### config.mk
export PLATFORM = sky130hd
export DESIGN_NAME = ic_bvsgt_bvudiv_skolem_seq
export DESIGN_NICKNAME = d
export VERILOG_FILES = /design/src/rtl/ic_skolem_pkg.sv /design/src/rtl/ic_udiv_serial.sv /design/src/rtl/ic_bvsgt_bvudiv_skolem_seq.sv
export SDC_FILE = /design/constraint.sdc
export NUM_CORES = 1
export LEC_CHECK = 0
export ABC_CLOCK_PERIOD_IN_PS = 3140
export BUFFER_PORTS_ARGS = -buffer_cell sky130_fd_sc_hd__buf_4
export CAP_MARGIN = 15
export CORE_MARGIN = 2
export CORE_UTILIZATION = 40
export CTS_BUF_LIST = sky130_fd_sc_hd__clkbuf_8
export CTS_CLUSTER_DIAMETER = 150
export DETAILED_ROUTE_END_ITERATION = 8
export PLACE_DENSITY = 0.59
export SYNTH_ARGS = -nofsm -noshare
export SYNTH_HDL_FRONTEND = slang
export SYNTH_SLANG_ARGS = --single-unit
### constraint.sdc
create_clock -name clk -period 3.14 [get_ports clk]
set_input_delay 0.628 -clock clk [delete_from_list [all_inputs] [get_ports clk]]
set_output_delay 0.628 -clock clk [all_outputs]
set_load 0.01 [all_outputs]
### src/rtl/ic_skolem_pkg.sv
// Shared types for the bvsgt/bvudiv Skolem-witness blocks.
package ic_skolem_pkg;

  typedef enum logic [1:0] {
    IDLE = 2'd0,
    DIV  = 2'd1,
    CMP  = 2'd2,
    DONE = 2'd3
  } state_t;

  localparam int MODE_DIVIDEND = 0;
  localparam int MODE_DIVISOR  = 1;

endpackage

### src/rtl/ic_udiv_serial.sv
// Bit-serial restoring unsigned divider, one quotient bit per cycle (MSB first).
// A zero divisor yields an all-ones quotient, matching bvudiv.
module ic_udiv_serial #(
  parameter int W = 4
) (
  input  logic         clk,
  input  logic         rst_n,
  input  logic         i_start,
  input  logic [W-1:0] i_dividend,
  input  logic [W-1:0] i_divisor,
  output logic         o_busy,
  output logic         o_done,
  output logic [W-1:0] o_quot
);

  localparam int CW = $clog2(W + 1);

  logic [W-1:0]  r_dvd;
  logic [W-1:0]  r_dvs;
  logic [W-1:0]  r_rem;
  logic [W-1:0]  r_quot;
  logic [CW-1:0] r_cnt;
  logic          r_busy;
  logic          r_done;

  logic [W:0]    w_trial;
  logic [W:0]    w_diff;
  logic          w_ge;

  // Partial remainder never exceeds W+1 bits; with divisor 0 every step subtracts nothing.
  assign w_trial = {r_rem, r_dvd[W-1]};
  assign w_diff  = w_trial - {1'b0, r_dvs};
  assign w_ge    = (w_trial >= {1'b0, r_dvs});

  always_ff @(posedge clk or negedge rst_n) begin
    if (!rst_n) begin
      r_dvd  <= '0;
      r_dvs  <= '0;
      r_rem  <= '0;
      r_quot <= '0;
      r_cnt  <= '0;
      r_busy <= 1'b0;
      r_done <= 1'b0;
    end else begin
      r_done <= 1'b0;
      if (i_start && !r_busy) begin
        r_dvd  <= i_dividend;
        r_dvs  <= i_divisor;
        r_rem  <= '0;
        r_quot <= '0;
        r_cnt  <= CW'(W);
        r_busy <= 1'b1;
      end else if (r_busy) begin
        r_dvd  <= {r_dvd[W-2:0], 1'b0};
        r_rem  <= w_ge ? w_diff[W-1:0] : w_trial[W-1:0];
        r_quot <= {r_quot[W-2:0], w_ge};
        r_cnt  <= r_cnt - CW'(1);
        if (r_cnt == CW'(1)) begin
          r_busy <= 1'b0;
          r_done <= 1'b1;
        end
      end
    end
  end

  assign o_busy = r_busy;
  assign o_done = r_done;
  assign o_quot = r_quot;

endmodule

### src/rtl/ic_bvsgt_bvudiv_skolem_seq.sv
// Sequential Skolem-witness generator for "exists x : (x udiv s) >s t" (MODE 0)
// or "exists x : (s udiv x) >s t" (MODE 1), as a valid/ready stage.
//   state | meaning
//   IDLE  | ready for a request
//   DIV   | serial divider running on the chosen candidate
//   CMP   | quotient final, register signed compare
//   DONE  | result valid, waiting for out_ready
module ic_bvsgt_bvudiv_skolem_seq
  import ic_skolem_pkg::*;
#(
  parameter int W    = 4,
  parameter int MODE = 0
) (
  input  logic         clk,
  input  logic         rst_n,
  input  logic         in_valid,
  output logic         in_ready,
  input  logic [W-1:0] s_in,
  input  logic [W-1:0] t_in,
  output logic         out_valid,
  input  logic         out_ready,
  output logic [W-1:0] x_out,
  output logic [W-1:0] q_out,
  output logic         ic_ok
);

  state_t       r_state;
  state_t       w_state_nxt;
  logic [W-1:0] r_t;
  logic [W-1:0] r_x;
  logic [W-1:0] r_x_out;
  logic [W-1:0] r_q_out;
  logic         r_ic_ok;

  logic [W-1:0] w_x_cand;
  logic [W-1:0] w_dividend;
  logic [W-1:0] w_divisor;
  logic         w_accept;
  logic         w_div_busy;
  logic         w_div_done;
  logic [W-1:0] w_div_quot;

  // Candidates maximise the reachable quotient, so one division decides existence.
  always_comb begin
    w_x_cand = '0;
    if (MODE == MODE_DIVIDEND) begin
      if (s_in == '0)          w_x_cand = '0;
      else if (s_in == W'(1))  w_x_cand = {1'b0, {(W-1){1'b1}}};
      else                     w_x_cand = '1;
    end else begin
      w_x_cand = s_in[W-1] ? W'(2) : W'(1);
    end
  end

  assign w_dividend = (MODE == MODE_DIVIDEND) ? w_x_cand : s_in;
  assign w_divisor  = (MODE == MODE_DIVIDEND) ? s_in : w_x_cand;
  assign w_accept   = in_valid && (r_state == IDLE);

  ic_udiv_serial #(.W(W)) u_div (
    .clk        (clk),
    .rst_n      (rst_n),
    .i_start    (w_accept && !w_div_busy),
    .i_dividend (w_dividend),
    .i_divisor  (w_divisor),
    .o_busy     (w_div_busy),
    .o_done     (w_div_done),
    .o_quot     (w_div_quot)
  );

  always_ff @(posedge clk or negedge rst_n) begin
    if (!rst_n) r_state <= IDLE;
    else        r_state <= w_state_nxt;
  end

  always_comb begin
    w_state_nxt = r_state;
    case (r_state)
      IDLE:    if (in_valid)   w_state_nxt = DIV;
      DIV:     if (w_div_done) w_state_nxt = CMP;
      CMP:                     w_state_nxt = DONE;
      DONE:    if (out_ready)  w_state_nxt = IDLE;
      default:                 w_state_nxt = IDLE;
    endcase
  end

  always_ff @(posedge clk or negedge rst_n) begin
    if (!rst_n) begin
      r_t     <= '0;
      r_x     <= '0;
      r_x_out <= '0;
      r_q_out <= '0;
      r_ic_ok <= 1'b0;
    end else begin
      if (w_accept) begin
        r_t <= t_in;
        r_x <= w_x_cand;
      end
      if (r_state == CMP) begin
        r_x_out <= r_x;
        r_q_out <= w_div_quot;
        r_ic_ok <= ($signed(w_div_quot) > $signed(r_t));
      end
    end
  end

  assign in_ready  = (r_state == IDLE);
  assign out_valid = (r_state == DONE);
  assign x_out     = r_x_out;
  assign q_out     = r_q_out;
  assign ic_ok     = r_ic_ok;

endmodule
* After elaboration in Yosys (flattened, before gate mapping) *
Cells that the tools add are included.

word-level totals
  bits of input ports = 12
  word-level logic and storage cells = 54
  register bits after elaboration = 40
  output and inout port bits = 11

operators by class
  $lt $le $gt $ge = 2
  $add $sub $neg = 2
  mux-type cells = 21
  reductions and logical operators = 8
  equal/unequal tests = 8

operators with widths
  kind                                                 count
  2-to-1 mux 4 bit                                     9
  case mux 2 bit (4 select lines)                      1
  2-to-1 mux 1 bit                                     6
  2-to-1 mux 2 bit                                     3
  2-to-1 mux 3 bit                                     2
  greater-or-equal comparator 5 x 4 -> 1 bit           1
  equality test 2 bit, second input constant           2
  equality test 4 x 1 -> 1 bit, second input constant  1
  greater-than comparator 4 bit                        1
  zero test 4 bit                                      1
  != test 2 x 1 -> 1 bit, second input constant        2
  subtractor 4 bit                                     1
  equality test 3 x 1 -> 1 bit, second input constant  1
  logical AND 1 bit                                    3
  AND reduction 3 bit                                  1
  subtractor 3 x 1 -> 3 bit, second input constant     1
  equality test 2 x 1 -> 1 bit, second input constant  1
  zero test 2 bit                                      1
  != test 2 bit, second input constant                 1
  nonzero test 2 bit                                   1
  zero test 1 bit                                      1

* Depth between registers and ports, before layout *
Gate-level depths: netlist of run 1.

  depth in word-level cells = 5
  gate-level depth with buffers = 7
  gate-level depth less buffers = 6

* Hierarchy *
A second synthesis of run 1 with hierarchy kept.

second synthesis, totals
  cell total of the unflattened synthesis = 160
  area total of the unflattened synthesis = 1848.0 sq um

modules (own cells, without submodules)
  module                      sequential area each (sq um)  cells an instance  area an instance (sq um)  instances
  ic_udiv_serial              525.5                         97                 1063.5                    1
  ic_bvsgt_bvudiv_skolem_seq  375.4                         63                 784.5                     1

* Least setup slack after synthesis of run 1 *
No wires, ideal clock.

  path type = flip-flop to flip-flop
  start point = register r_state[0]
  end point = register u_div.r_dvd[1]
  setup slack = 1.496 ns
  clock period less this slack = 1.644 ns
  arrival = 1.511 ns
  data required time = 3.007 ns
  cell stages (with the launch flop) = 7
  buffers on the path = 0
  setup time = 0.133 ns
  cell sequence = dfrtp_1 inv_1 ha_1 nand2_2 or4_4 o22ai_1 o21ai_1

between the ends
  word-level cells in the longest chain between the ends = 5
  elaborated cells between the ends (all ways) = 6
  classes of those cells = mux: 1; reduce/logical: 5

RTL lines
  item                                                           RTL line                          RTL
  start, declared                                                ic_bvsgt_bvudiv_skolem_seq.sv:27  state_t r_state;
  start signal, assigned                                         ic_bvsgt_bvudiv_skolem_seq.sv:72  else r_state <= w_state_nxt;
  zero test 2 bit *                                              --
  via in_ready                                                   ic_bvsgt_bvudiv_skolem_seq.sv:17  output logic in_ready,
  logical AND 1 bit *                                            ic_bvsgt_bvudiv_skolem_seq.sv:57  assign w_accept = in_valid && (r_state == IDLE);
  logical AND 1 bit *                                            ic_bvsgt_bvudiv_skolem_seq.sv:62  .i_start (w_accept && !w_div_busy),
  logical AND 1 bit *                                            ic_udiv_serial.sv:46              if (i_start && !r_busy) begin
  2-to-1 mux 4 bit / nonzero test 2 bit (equally long branches)  --
  end signal, assigned                                           ic_udiv_serial.sv:47              r_dvd <= i_dividend;
  end signal, assigned                                           ic_udiv_serial.sv:54              r_dvd <= {r_dvd[W-2:0], 1'b0};
  end, declared                                                  ic_udiv_serial.sv:18              logic [W-1:0] r_dvd;

The timed path passes the listed nets; every way through them passes the cells marked *.
A chain may end at the register's enable or synchronous reset.

* Final worst setup path of run 1 *
  start point = register r_state[1]
  end point = register u_div.r_dvd[2]

between the ends
  word-level cells in the longest chain between the ends = 5
  elaborated cells between the ends (all ways) = 6
  classes of those cells = mux: 1; reduce/logical: 5

RTL lines
  item                                                           RTL line
  zero test 2 bit *                                              ic_bvsgt_bvudiv_skolem_seq.sv:57
  logical AND 1 bit *                                            ic_bvsgt_bvudiv_skolem_seq.sv:57
  logical AND 1 bit *                                            ic_bvsgt_bvudiv_skolem_seq.sv:62
  logical AND 1 bit *                                            ic_udiv_serial.sv:46
  2-to-1 mux 4 bit / nonzero test 2 bit (equally long branches)  --

Mark *: on every way between the ends. The rest lies on a longest branch, timed or not.

==> results, run 1 <==
- Along the worst path, the maximum fanout reaches 10.
- The type of the tightest min-delay check is primary input to asynchronous set/reset pin.
- The data required time at the worst endpoint is 3280 ps.
- The final count of pins violating max slew is 0.
- The later pin in the worst-skew pair is clocked with a latency of 290 ps.
- The clock sink count is 36.
- The worst reg2reg path startpoint is r_state[1].
- The most critical setup path has its startpoint at r_state[1].
- The flow ran to the end, and the final reports show no timing, DRC or antenna violations.
- Setup repair after global routing left no endpoint under its margin.
- After clock tree synthesis, the clock-pin slew on the worst setup and hold paths is approximately 70 ps.
- In this run the register-to-register setup slack is 1280 ps.
- The worst hold margin is 281 ps.
- The tightest slew margin relative to the limit is between 30% and 40%.
- Summing all flip-flop and latch instances after layout gives roughly 900 µm².
- The multi-input combinational cells in the finished layout cover a total of approximately 810 µm².
- Counting I/O delays and the setup requirement, the final critical path takes 1860 ps.
- The clock passes through at most 2 buffers.
- The count of unresolved DRC violations after routing is 0.
- In this run the cell area of the synthesized design comes to 1820 µm².
- After floorplanning, the core was divided into 24 placement rows.
- The buffer type at the clock tree root is sky130_fd_sc_hd__clkbuf_8.
- The synthesized net count is around 200.
- Cells fill 48.9% of the core in the end.
- The peak ir drop on the vdd network is 0.480 mV.
- The antenna diode count is 0.
- The worst setup path is launched from a flop.
- The transition time at the pin with the least slew margin is about 940 ps.
- The pin count of the biggest net entering global routing is 37.
- Relative to the synthesized area, the layout overhead comes to 17.2%.
- The average instance in the mapped netlist occupies 10.3 µm².
- With fillers left out, the area of the finished cells amounts to 2130 µm².
- Counting the fill cells in the layout gives 398.
- The setup-violating endpoint count in the final report is 0.
- The count of synthesis-stage warnings from yosys is 0.
- After layout, the worst setup slack is between 1000 and 1500 ps.
- The unique cell type count in the Yosys netlist is 37.
- The number of buffers created by CTS is 5.
- The initial cell density of the core is between 40% and 50%.
- The critical path in this run is classified as flop to flop.
- Hold repair after CTS inserted 0 buffers.
- Setup total negative slack on the finished layout was measured at 0 ps.
- The number of hold-slack violations in the final timing report is 0.
- The tool flagged a number of max-cap violations equal to 0.
- The top cell type by area accounts for 49.6% of the synthesized area.
- The floorplan step defined a die boundary enclosing between 5000 and 6000 µm².
- The destination of the critical timing path is u_div.r_dvd[2].
- The share of layout cells above drive strength 1 is a little over a fifth.
- TritonCTS built the clock tree.
- By area the synthesized netlist is led by sky130_fd_sc_hd__dfrtp_1 50%, sky130_fd_sc_hd__ha_1 9.6%, sky130_fd_sc_hd__mux2_2 5.0%.
- The standard cell area after detailed placement is 2000 µm².
- After legalization and detailed placement, the total HPWL measured ~2700 µm.
- The final layout contains roughly 220 nets.
- Dividing total power by cell area gives a power density of roughly 1100 nW/µm².
- The remaining global-route overflow is 0.
- Pin placement for this block handled 23 I/O pins.
- The number of global-route vias before repair is approximately 1400.
- The period utilization is 59.1%.
- Across the routed clock network, the largest skew measured is 2.53 ps.
- The total of flip-flops plus latches after synthesis is 36.
- After layout, the design draws a total of 2.42 mW.
- The detailed router's first-iteration violation count is 51.
- Routability-driven placement finished with a final weighted congestion of 0.829.
- Timing analysis after detailed placement gives a worst setup slack of about 1300 ps.
- Counting cells, the worst reg-to-reg path comes to 6.
- The cell taking the most area after synthesis is sky130_fd_sc_hd__dfrtp_1.
- The destination of the worst register-to-register timing path is u_div.r_dvd[2].
- The most frequent standard cell in the layout excluding fill and tap cells is sky130_fd_sc_hd__dfrtp_1.
- Leaving out fill and tap cells, the most frequent cells in the layout are 36 x sky130_fd_sc_hd__dfrtp_1, 24 x sky130_fd_sc_hd__nand2_1, 22 x sky130_fd_sc_hd__buf_4, 17 x sky130_fd_sc_hd__inv_1, 15 x sky130_fd_sc_hd__o21ai_0.
- Of the synthesized area, sequential elements account for 49.6%.
- The first detailed-routing pass ran for 4 iterations.
- The number of port buffers is 22.
- From left edge to right edge, the die measures roughly 71 µm.
- The floorplan step set the die height to ~71 µm.
- The deepest level of the CTS H-tree is 2.
- The wire length reported by the detailed router is 3600 µm.
- The number of antenna-violating nets in the routed design is 0.
- Including well taps, the total number of placed cells is 242.
- The reported leakage power is 0.987 nW.
- The detail-routed via count per cell is 5.42.
- After clock tree synthesis, the repair step resized 0 gates.
- After technology mapping, the gate count stands at 177.
- The global router's overall resource usage is 15.5%.
- The post-CTS setup buffer count is 0.
- Based on the critical path, the design can be clocked at up to 0.539 GHz.
- The endpoint arrival time on the critical path is 1990 ps.
- The global-route wire length before repair is 6110 µm.
- In the final routed layout, each cell accounts on average for between 10 and 15 µm.
- The total via count after detailed routing is between 1000 and 1500.
- The initial antenna violation count is 0.
- STA classifies the critical path endpoint as a flop.
- In this run the standard cell core region covers 4350 µm².
- The finished layout holds 250 standard cells, fillers aside.
## sequential cells by signal, summed over array words and instances (netlist names)
register and flops:
q_out 4, r_t 4, u_div.o_quot 4, u_div.r_dvd 4, u_div.r_dvs 4, u_div.r_rem 4
u_div.r_cnt 3, r_state 2, r_x 2, x_out 2, ic_ok 1, u_div.o_busy 1
u_div.o_done 1
## routing by layer
layer / share of wire (%) / routed length, µm / global-route usage, % / up-vias
met3: 4.4 / 157 / 4.64 / 8
li1: - / - / - / 650
met5: 0 / 0 / 0 / -
met2: 52 / 1860 / 26.3 / 34
met4: 1.7 / 62 / 6.50 / 0
met1: 42 / 1520 / 18.1 / 664
## synthesized netlist by cell type
cell	number
sky130_fd_sc_hd__o311ai_0	1
sky130_fd_sc_hd__inv_1	17
sky130_fd_sc_hd__nand3_1	2
sky130_fd_sc_hd__o21a_1	3
sky130_fd_sc_hd__mux2i_1	1
sky130_fd_sc_hd__o21ai_1	2
sky130_fd_sc_hd__mux2_2	8
sky130_fd_sc_hd__nand4b_1	2
sky130_fd_sc_hd__buf_4	2
sky130_fd_sc_hd__or4_4	1
sky130_fd_sc_hd__xnor2_1	3
sky130_fd_sc_hd__o311ai_1	1
sky130_fd_sc_hd__a21oi_1	2
sky130_fd_sc_hd__a211o_1	1
sky130_fd_sc_hd__o31ai_1	1
sky130_fd_sc_hd__nor2b_1	2
sky130_fd_sc_hd__nor3_1	2
sky130_fd_sc_hd__ha_1	14
sky130_fd_sc_hd__nand2_2	1
sky130_fd_sc_hd__dfrtp_1	36
sky130_fd_sc_hd__or2_2	1
sky130_fd_sc_hd__o22ai_1	2
sky130_fd_sc_hd__nand2_1	24
sky130_fd_sc_hd__fa_1	1
sky130_fd_sc_hd__nand4_1	1
sky130_fd_sc_hd__nand3b_1	2
sky130_fd_sc_hd__buf_2	3
sky130_fd_sc_hd__a31oi_1	1
sky130_fd_sc_hd__nor2_1	9
sky130_fd_sc_hd__or2_1	1
sky130_fd_sc_hd__and2_2	1
sky130_fd_sc_hd__o211ai_1	7
sky130_fd_sc_hd__o21ai_0	15
sky130_fd_sc_hd__clkbuf_1	4
sky130_fd_sc_hd__a222oi_1	1
sky130_fd_sc_hd__a211oi_2	1
sky130_fd_sc_hd__nor4_1	1
## critical path: stages (launching register included)
cell and delay, ps:
sky130_fd_sc_hd__dfrtp_1 410, sky130_fd_sc_hd__inv_1 120, sky130_fd_sc_hd__ha_1 250, sky130_fd_sc_hd__nand2_2 190, sky130_fd_sc_hd__or4_4 500, sky130_fd_sc_hd__o22ai_1 150
sky130_fd_sc_hd__o21ai_1 80
## how the worst min path moves through the flow
stage	from	endpoint	slack (ps)	depth (start not counted)
2_1_floorplan	rst_n	ic_ok	330	0
3_3_place_gp	u_div.r_dvd[2]	u_div.r_dvd[3]	470	2
3_5_place_dp	u_div.r_dvd[0]	u_div.r_dvd[1]	480	2
4_1_cts	rst_n	q_out[1]	300	1
5_1_grt	rst_n	r_t[1]	320	1
6_report	rst_n	r_t[2]	280	1
## cell type report
cell class	instances	area share, %
clock buffers	7	4.53
clock inverters	1	1.41
inverters	17	3.00
multi-input cells	115	37.9
flip-flops and latches	36	42.4
well taps	52	3.06
repair buffers	22	7.76
## cells by family (layout without fill, tap and decap cells)
kind of cell	after synthesis	after routing	synth area share (%)
AND/OR/NAND/NOR	50	50	13.2
adder cells (fa/ha/maj)	15	15	10.8
AO/OA/AOI/OAI	38	38	13.5
flip-flops	36	36	49.6
multiplexers	9	9	5.51
XOR/XNOR	3	3	1.45
buffers and inverters	26	47	6.00
## report_power, final
group	internal [mW]	switching, mW
clock network	0.280	0.165
registers	0.680	0.180
logic	0.537	0.574
total	1.50	0.919
No activity file was read; power rests on OpenSTA's default activity.
==> run 2: changes to the inputs <==
--- a/config.mk
+++ b/config.mk
@@ -5,7 +5,7 @@
 export SDC_FILE = /design/constraint.sdc
 export NUM_CORES = 1
 export LEC_CHECK = 0
-export ABC_CLOCK_PERIOD_IN_PS = 3140
+export ABC_CLOCK_PERIOD_IN_PS = 1700
 export BUFFER_PORTS_ARGS = -buffer_cell sky130_fd_sc_hd__buf_4
 export CAP_MARGIN = 15
 export CORE_MARGIN = 2
@@ -13,7 +13,7 @@
 export CTS_BUF_LIST = sky130_fd_sc_hd__clkbuf_8
 export CTS_CLUSTER_DIAMETER = 150
 export DETAILED_ROUTE_END_ITERATION = 8
-export PLACE_DENSITY = 0.59
+export PLACE_DENSITY = 0.61
 export SYNTH_ARGS = -nofsm -noshare
 export SYNTH_HDL_FRONTEND = slang
 export SYNTH_SLANG_ARGS = --single-unit
==> constraint.sdc (replaced) <==
create_clock -name clk -period 1.7 [get_ports clk]
set_input_delay 0.34 -clock clk [delete_from_list [all_inputs] [get_ports clk]]
set_output_delay 0.34 -clock clk [all_outputs]
set_load 0.01 [all_outputs]
==> run 2 against run 1 <==
Net effect: the run now ends with negative hold slack left; clock-buffer cell count is 1 lower; sequential share of layout area shrank 1.3 points; critical path depth did not move; clock skew up 4.6 ps; sequential power grew 79%; global-route usage is 0.15 points higher; utilization is 1.6 points higher; clock power is 40% higher; first-iteration DRC count is 49% higher; cell area is 3.2% higher; combinational power grew 110%; sequential cell count unchanged.
==> results, run 2 (synthesized netlist as in run 1, its figures left out) <==
- Status: finished, violations left (was finished clean).
- The final reports fail on negative hold slack.
- The maximum achievable frequency is 0.617 GHz (was 0.539 GHz).
- The non-filler instance count after layout came to 257 (was 250).
- The global-route wire length before repair is 6230 µm (was 6110 µm).
- The count of unresolved DRC violations after routing was 0 (unchanged).
- The overall die area is 5090 µm² (unchanged).
- The net switching component of the power is 1.76 mW (was 919 µW).
- The number of hold-slack violations in the final timing report is 5 (was 0).
- The y dimension of the die is 71.4 µm (unchanged).
- The share of the core filled with cells was 50.4% (was 48.9%).
- The number of antenna-violating nets in the routed design is 0 (unchanged).
- The switching part of the total power was 38.8% (was 38.1%).
- The period utilization was 95.3% (was 59.1%).
- The buffer type at the clock tree root was sky130_fd_sc_hd__clkbuf_8 (unchanged).
- The peak ir drop on the vdd network was 0.818 mV (was 0.480 mV).
- The post-route setup TNS came to 0 ps (unchanged).
- The total half-perimeter wirelength after legalization and detailed placement is 2540 µm (was 2680 µm).
- The share of layout cells above drive strength 1 came to 27.8% (was 21.7%).
- The transition time at the pin with the least slew margin is 456 ps (was 945 ps).
- The deepest clock path buffer count is 2 (unchanged).
- The type of the tightest min-delay check was primary input to asynchronous set/reset pin (unchanged).
- The pin count of the biggest net entering global routing is 37 (unchanged).
- The clock latency at the later pin of the worst-skew pair is 290 ps (about the same).
- The reported leakage power was 1.01 nW (was 0.987 nW).
- The core outline area is 4350 µm² (unchanged).
- The width of the die was 71.4 µm (unchanged).
- The final net count is 231 (was 224).
- The biggest fanout along the worst timing path came to 5 (was 10).
- The worst clock skew on the final layout came to 7.14 ps (was 2.53 ps).
- The number of placed cells counting well taps came to 248 (was 242).
- The average wire per standard cell is 13.7 µm (was 14.4 µm).
- The max-capacitance violation count is 0 (unchanged).
- The total number of placement rows came to 24 (unchanged).
- The endpoint arrival time on the critical path is 1790 ps (was 1990 ps).
- The number of top-level design ports is 23 (unchanged).
- The detailed router's first-iteration violation count came to 76 (was 51).
- The remaining global-route overflow is 0 (unchanged).
- The global placement routability congestion is 0.824 (was 0.829).
- The total via count after detailed routing is 1313 (was 1356).
- The deepest level of the CTS H-tree was 2 (unchanged).
- The data required time at the worst endpoint is 1860 ps (was 3280 ps).
- The endpoint kind of the worst setup timing path is a flop (unchanged).
- The final count of pins violating max slew is 0 (unchanged).
- Setup repair after global routing missed its margin: false (unchanged).
- The most frequent standard cell in the layout excluding fill and tap cells is sky130_fd_sc_hd__dfrtp_1 (unchanged).
- The initial antenna violation count was 0 (unchanged).
- The setup-violating endpoint count in the final report is 0 (unchanged).
- The post-layout minimum cycle time came to 1620 ps (was 1860 ps).
- The detail-routed via count per cell came to 5.11 (was 5.42).
- The depth of the worst register-to-register path is 6 (unchanged).
- The number of port buffers was 22 (unchanged).
- The combinational share of power was 52.2% (was 46.0%).
- The wire length reported by the detailed router is 3530 µm (was 3600 µm).
- The clock input transition at the sequential cells of the worst setup and hold paths is 70 ps (about the same).
- The number of buffers inserted for hold repair after clock tree synthesis is 0 (unchanged).
- The kind of start point of the critical path is a flop (unchanged).
- The number of global-route vias before repair is 1369 (was 1378).
- The area added between synthesis and finish is 21.0% (was 17.2%).
- The clock share of power is 13.7% (was 18.4%).
- The count of TritonRoute iterations in the first routing pass is 4 (unchanged).
- The initial cell density of the core is 41.7% (unchanged).
- The critical path start-end classification is flop to flop (unchanged).
- The total power per unit cell area came to 2060 nW/µm² (was 1140 nW/µm²).
- The clock sink count was 36 (unchanged).
- The tightest slew margin relative to the limit is 69.6% (was 37.0%).
- Top library cells by usage in the layout, fill and taps aside: 36 x sky130_fd_sc_hd__dfrtp_1, 29 x sky130_fd_sc_hd__buf_4, 24 x sky130_fd_sc_hd__nand2_1, 16 x sky130_fd_sc_hd__inv_1, 14 x sky130_fd_sc_hd__o21ai_0 (was 36 x sky130_fd_sc_hd__dfrtp_1, 24 x sky130_fd_sc_hd__nand2_1, 22 x sky130_fd_sc_hd__buf_4, 17 x sky130_fd_sc_hd__inv_1, 15 x sky130_fd_sc_hd__o21ai_0).
- The sequential fraction of design power came to 34.1% (was 35.6%).
- The global router's overall resource usage came to 15.6% (was 15.5%).
- The antenna diode count was 0 (unchanged).
- The worst hold margin is -2.67 ps (was 281 ps).
- The number of buffers created by CTS is 5 (unchanged).
- The clock tree from TritonCTS is yes (unchanged).
- The internal cell power came to 2.77 mW (was 1.50 mW).
## run 2: critical path, cell delays in order (launching register included)
cell                      delay (ps)
sky130_fd_sc_hd__dfrtp_1         410
sky130_fd_sc_hd__inv_2            80
sky130_fd_sc_hd__ha_2            190
sky130_fd_sc_hd__nand2_2         100
sky130_fd_sc_hd__or4_4           490
sky130_fd_sc_hd__o22ai_1         150
sky130_fd_sc_hd__o21ai_1          70
## run 2: power groups by stage
stage	Combinational [mW]	Clock (mW)	Sequential, mW
floorplan	1.60	0	1.48
global placement	2.12	0	1.52
detailed placement	2.20	0	1.54
CTS	2.20	0.649	1.53
global route	2.69	0.684	1.60
finish	2.37	0.622	1.54
## run 2: final timing paths
| kind | from | end | slack, ps |
|---|---|---|---|
| max | r_state[0] | u_div.r_dvd[2] | 80 |
| min | rst_n | r_t[1] | -3 |
| max reg2reg | r_state[0] | u_div.r_dvd[2] | 80 |
| min reg2reg | r_t[0] | r_t[0] | 500 |
| max in group asynchronous | rst_n | u_div.r_rem[0] | 1370 |
| min in group clk | t_in[0] | r_t[0] | 240 |
## run 2: area by class of cell
type                       instances  area (µm²)
clock buffer                       6        82.6
clock inverter                     2        11.3
fill                             409        2160
inverter                          17        63.8
multi-input combinational        115         855
sequential                        36         901
tap                               52        65.1
timing repair buffer              29         218
## run 2: repair_timing
action | in CTS | in global routing
hold endpoints to repair | 0 | 0
setup endpoints to repair | 1 | 12
gates resized for setup | 1 | 10
pin swaps | 0 | 3
cloned | 0 | 0
setup buffers | 0 | 1
## run 2: stage by stage
stage / instance area (µm²) / hold WS (ps) / setup WS (ps) / total power [mW]
after global routing: 2200 / 25.4 / 15.0 / 4.97
after detailed placement: 2050 / 330 / 19.1 / 3.74
after floorplan: 1820 / 44.4 / 56.1 / 3.08
after global placement: 2050 / 321 / 84.7 / 3.64
after CTS: 2140 / 10.3 / 15.1 / 4.38
final: 2200 / -2.67 / 79.2 / 4.53
## run 2: metal layers
| layer | track usage (%) | vias to the layer above | wire length, µm |
|---|---|---|---|
| met5 | 0 | - | 0 |
| met4 | 6.71 | 0 | 45 |
| met3 | 3.94 | 4 | 143 |
| met2 | 25.1 | 27 | 1710 |
| met1 | 20.0 | 626 | 1630 |
| li1 | - | 656 | - |
==> run 3: changes to the inputs <==
--- a/config.mk
+++ b/config.mk
@@ -7,13 +7,15 @@
 export LEC_CHECK = 0
 export ABC_CLOCK_PERIOD_IN_PS = 1700
 export BUFFER_PORTS_ARGS = -buffer_cell sky130_fd_sc_hd__buf_4
-export CAP_MARGIN = 15
+export CAP_MARGIN = 25
+export CELL_PAD_IN_SITES_DETAIL_PLACEMENT = 2
+export CELL_PAD_IN_SITES_GLOBAL_PLACEMENT = 2
 export CORE_MARGIN = 2
-export CORE_UTILIZATION = 40
+export CORE_UTILIZATION = 34
 export CTS_BUF_LIST = sky130_fd_sc_hd__clkbuf_8
 export CTS_CLUSTER_DIAMETER = 150
 export DETAILED_ROUTE_END_ITERATION = 8
-export PLACE_DENSITY = 0.61
+export PLACE_DENSITY = 0.77
 export SYNTH_ARGS = -nofsm -noshare
 export SYNTH_HDL_FRONTEND = slang
 export SYNTH_SLANG_ARGS = --single-unit
==> run 3 against run 2 <==
Net effect: the flow still finishes with violations (negative hold slack); die area increased by 17%; register-to-register slack got worse by 50 ps; first-iteration DRC count decreased by 28%; via count is 11% higher; maximum frequency fell by 2.8%; hold slack improved by 2.2 ps; critical path type unchanged; largest cell class unchanged; highest routed layer unchanged.
==> results, run 3 (synthesized netlist as in run 1, its figures left out) <==
- The number of placed cells counting well taps is 267 (was 248).
- The reported leakage power is 1.05 nW (was 1.01 nW).
- The count of filler cells inserted in the layout was 577 (was 409).
- The peak per-stage delay on the critical path is 380 ps (was 490 ps).
- The pin count of the biggest net entering global routing is 37 (unchanged).
- The period utilization was 98.1% (was 95.3%).
- The switching part of the total power is 41.3% (was 38.8%).
- The clock sink count is 36 (unchanged).
- The worst reg2reg path startpoint is u_div.r_dvs[2] (was r_state[0]).
- The clock tree from TritonCTS is yes (unchanged).
- The peak ir drop on the vdd network was 0.923 mV (was 0.818 mV).
- The combinational share of power is 54.3% (was 52.2%).
- The detail-routed via count per cell is 5.17 (was 5.11).
- The destination of the worst register-to-register timing path is u_div.r_rem[0] (was u_div.r_dvd[2]).
- The max-capacitance violation count came to 0 (unchanged).
- The type of the tightest min-delay check is primary input to asynchronous set/reset pin (unchanged).
- Cells along the critical path: inv_2 -> ha_4 -> or2_4 -> a211o_1 -> nand4b_1 -> o311ai_2 (was inv_2 -> ha_2 -> nand2_2 -> or4_4 -> o22ai_1 -> o21ai_1).
- The initial antenna violation count came to 0 (unchanged).
- The deepest level of the CTS H-tree is 2 (unchanged).
- The total number of placement rows is 26 (was 24).
- The total area of sequential cells is 901 µm² (unchanged).
- Top library cells by usage in the layout, fill and taps aside: 36 x sky130_fd_sc_hd__dfrtp_1, 35 x sky130_fd_sc_hd__buf_4, 24 x sky130_fd_sc_hd__nand2_1, 15 x sky130_fd_sc_hd__inv_1 (was 36 x sky130_fd_sc_hd__dfrtp_1, 29 x sky130_fd_sc_hd__buf_4, 24 x sky130_fd_sc_hd__nand2_1, 16 x sky130_fd_sc_hd__inv_1, 14 x sky130_fd_sc_hd__o21ai_0).
- The most frequent standard cell in the layout excluding fill and tap cells is sky130_fd_sc_hd__dfrtp_1 (unchanged).
- The sequential fraction of design power is 30.6% (was 34.1%).
- The non-filler instance count after layout is 281 (was 257).
- The y dimension of the die is 77.1 µm (was 71.4 µm).
- The width of the die came to 77.1 µm (was 71.4 µm).
- The post-layout worst setup margin came to 32.3 ps (was 79.2 ps).
- The depth of the worst register-to-register path came to 6 (unchanged).
- The buffer type at the clock tree root is sky130_fd_sc_hd__clkbuf_8 (unchanged).
- The global-route wire length before repair came to 8580 µm (was 6230 µm).
- The count of unresolved DRC violations after routing is 0 (unchanged).
- The master of the slowest instance on the critical path is sky130_fd_sc_hd__dfrtp_1 (was sky130_fd_sc_hd__or4_4).
- The clock latency at the later pin of the worst-skew pair is 290 ps (about the same).
- The worst setup slack for register-to-register paths was 30 ps (was 80 ps).
- The number of buffers created by CTS was 5 (unchanged).
- The area added between synthesis and finish was 26.1% (was 21.0%).
- The clock share of power is 15.1% (was 13.7%).
- The endpoint arrival time on the critical path is 1830 ps (was 1790 ps).
- The number of port buffers was 22 (unchanged).
- The overall die area came to 5940 µm² (was 5090 µm²).
- The number of top-level design ports is 23 (unchanged).
- The share of layout cells above drive strength 1 is 31.8% (was 27.8%).
- The clock input transition at the sequential cells of the worst setup and hold paths is 80 ps (was 70 ps).
- The transition time at the pin with the least slew margin is 478 ps (was 456 ps).
- The internal cell power is 3.00 mW (was 2.77 mW).
- The kind of start point of the critical path is a flop (unchanged).
- The final count of pins violating max slew is 0 (unchanged).
- The maximum achievable frequency is 0.600 GHz (was 0.617 GHz).
- The biggest fanout along the worst timing path came to 4 (was 5).
- Violated checks: negative hold slack (unchanged).
- The tightest slew margin relative to the limit is 68.1% (was 69.6%).
- The number of global-route vias before repair was 1679 (was 1369).
- The deepest clock path buffer count came to 2 (unchanged).
- The cell class contributing the biggest share of worst-path delay is compound AO/OA/AOI/OAI gates (was simple AND/OR/NAND/NOR gates).
- The data required time at the worst endpoint is 1860 ps (about the same).
- The total power per unit cell area is 2230 nW/µm² (was 2060 nW/µm²).
- The number of antenna-violating nets in the routed design is 0 (unchanged).
- The global placement routability congestion is 0.863 (was 0.824).
- The critical path start-end classification was flop to flop (unchanged).
- The number of buffers and inverters on the critical path is 1 (unchanged).
- Setup repair after global routing missed its margin: true (was false).
- The total via count after detailed routing was 1452 (was 1313).
- The number of hold-slack violations in the final timing report is 2 (was 5).
- The setup-violating endpoint count in the final report is 0 (unchanged).
- The endpoint kind of the worst setup timing path is a flop (unchanged).
- The antenna diode count is 0 (unchanged).
- The final net count was 237 (was 231).
- The initial cell density of the core is 35.3% (was 41.7%).
- The area used by multi-input combinational logic is 863 µm² (was 855 µm²).
- The total half-perimeter wirelength after legalization and detailed placement is 3580 µm (was 2540 µm).
- The wire length reported by the detailed router is 5400 µm (was 3530 µm).
- Status: finished, violations left (unchanged).
- The remaining global-route overflow is 0 (unchanged).
- The post-layout minimum cycle time is 1670 ps (was 1620 ps).
- The average wire per standard cell is 19.2 µm (was 13.7 µm).
- The detailed router's first-iteration violation count is 55 (was 76).
- The global router's overall resource usage was 18.6% (was 15.6%).
- The core outline area was 5140 µm² (was 4350 µm²).
- The count of TritonRoute iterations in the first routing pass was 4 (unchanged).
- The worst clock skew on the final layout was 7.43 ps (was 7.14 ps).
- The worst hold margin is -0.477 ps (was -2.67 ps).
- The net switching component of the power is 2.11 mW (was 1.76 mW).
- The worst setup timing slack at the placement stage is -91.2 ps (was 19.1 ps).
run 3: metrics by stage:
stage                     cell area [µm²]  hold slack (ps)  utilization, %  TNS [ps]  total power [mW]
after floorplan                      1820             44.4               -         0              3.08
after global placement               2080              321            40.4         0              3.65
after detailed placement             2080              333            40.4      -295              3.94
after CTS                            2220             14.7            43.2     -3.60              4.90
after global routing                 2290             27.1            44.5      -294              5.54
final                                2290           -0.477            44.5         0              5.11
run 3: repair_timing:
| item | in CTS | in global routing |
|---|---|---|
| buffers inserted | 1 | 5 |
| hold buffers | 0 | 0 |
| endpoints found under the setup margin | 11 | 19 |
| pin swaps | 2 | 4 |
| gates resized for setup | 7 | 10 |
run 3: worst max path at each step:
stage / depth (start not counted) / from / end / slack [ps]
after floorplan: 6 / r_state[0] / u_div.r_dvd[2] / 60
after global placement: 5 / u_div.r_rem[1] / u_div.r_rem[0] / 90
after detailed placement: 6 / u_div.r_dvs[1] / u_div.r_rem[3] / -90
after CTS: 5 / u_div.r_rem[1] / u_div.r_rem[0] / -4
after global routing: 6 / r_state[1] / r_state[0] / -90
final: 6 / u_div.r_dvs[2] / u_div.r_rem[0] / 30
run 3: per-layer routing:
| metal | GRT usage [%] | share of wire (%) | up-vias |
|---|---|---|---|
| li1 | - | - | 668 |
| met1 | 20.7 | 40 | 737 |
| met2 | 33.9 | 54 | 34 |
| met3 | 3.76 | 2.9 | 13 |
| met4 | 8.04 | 3.7 | 0 |
| met5 | 0 | 0 | - |
run 3: final cells by class:
class	instances	share of cell area [%]
flip-flops and latches	36	39.3
well taps	70	3.83
multi-input cells	115	37.7
clock buffers	5	3.01
inverters	17	2.79
clock inverters	3	1.86
repair buffers	35	11.5
run 3: power groups by stage:
| stage | clock network [mW] | registers, mW | logic, mW |
|---|---|---|---|
| CTS | 0.788 | 1.55 | 2.56 |
| global placement | 0 | 1.52 | 2.14 |
| floorplan | 0 | 1.48 | 1.60 |
| detailed placement | 0 | 1.56 | 2.38 |
| global route | 0.829 | 1.62 | 3.09 |
| finish | 0.770 | 1.57 | 2.78 |
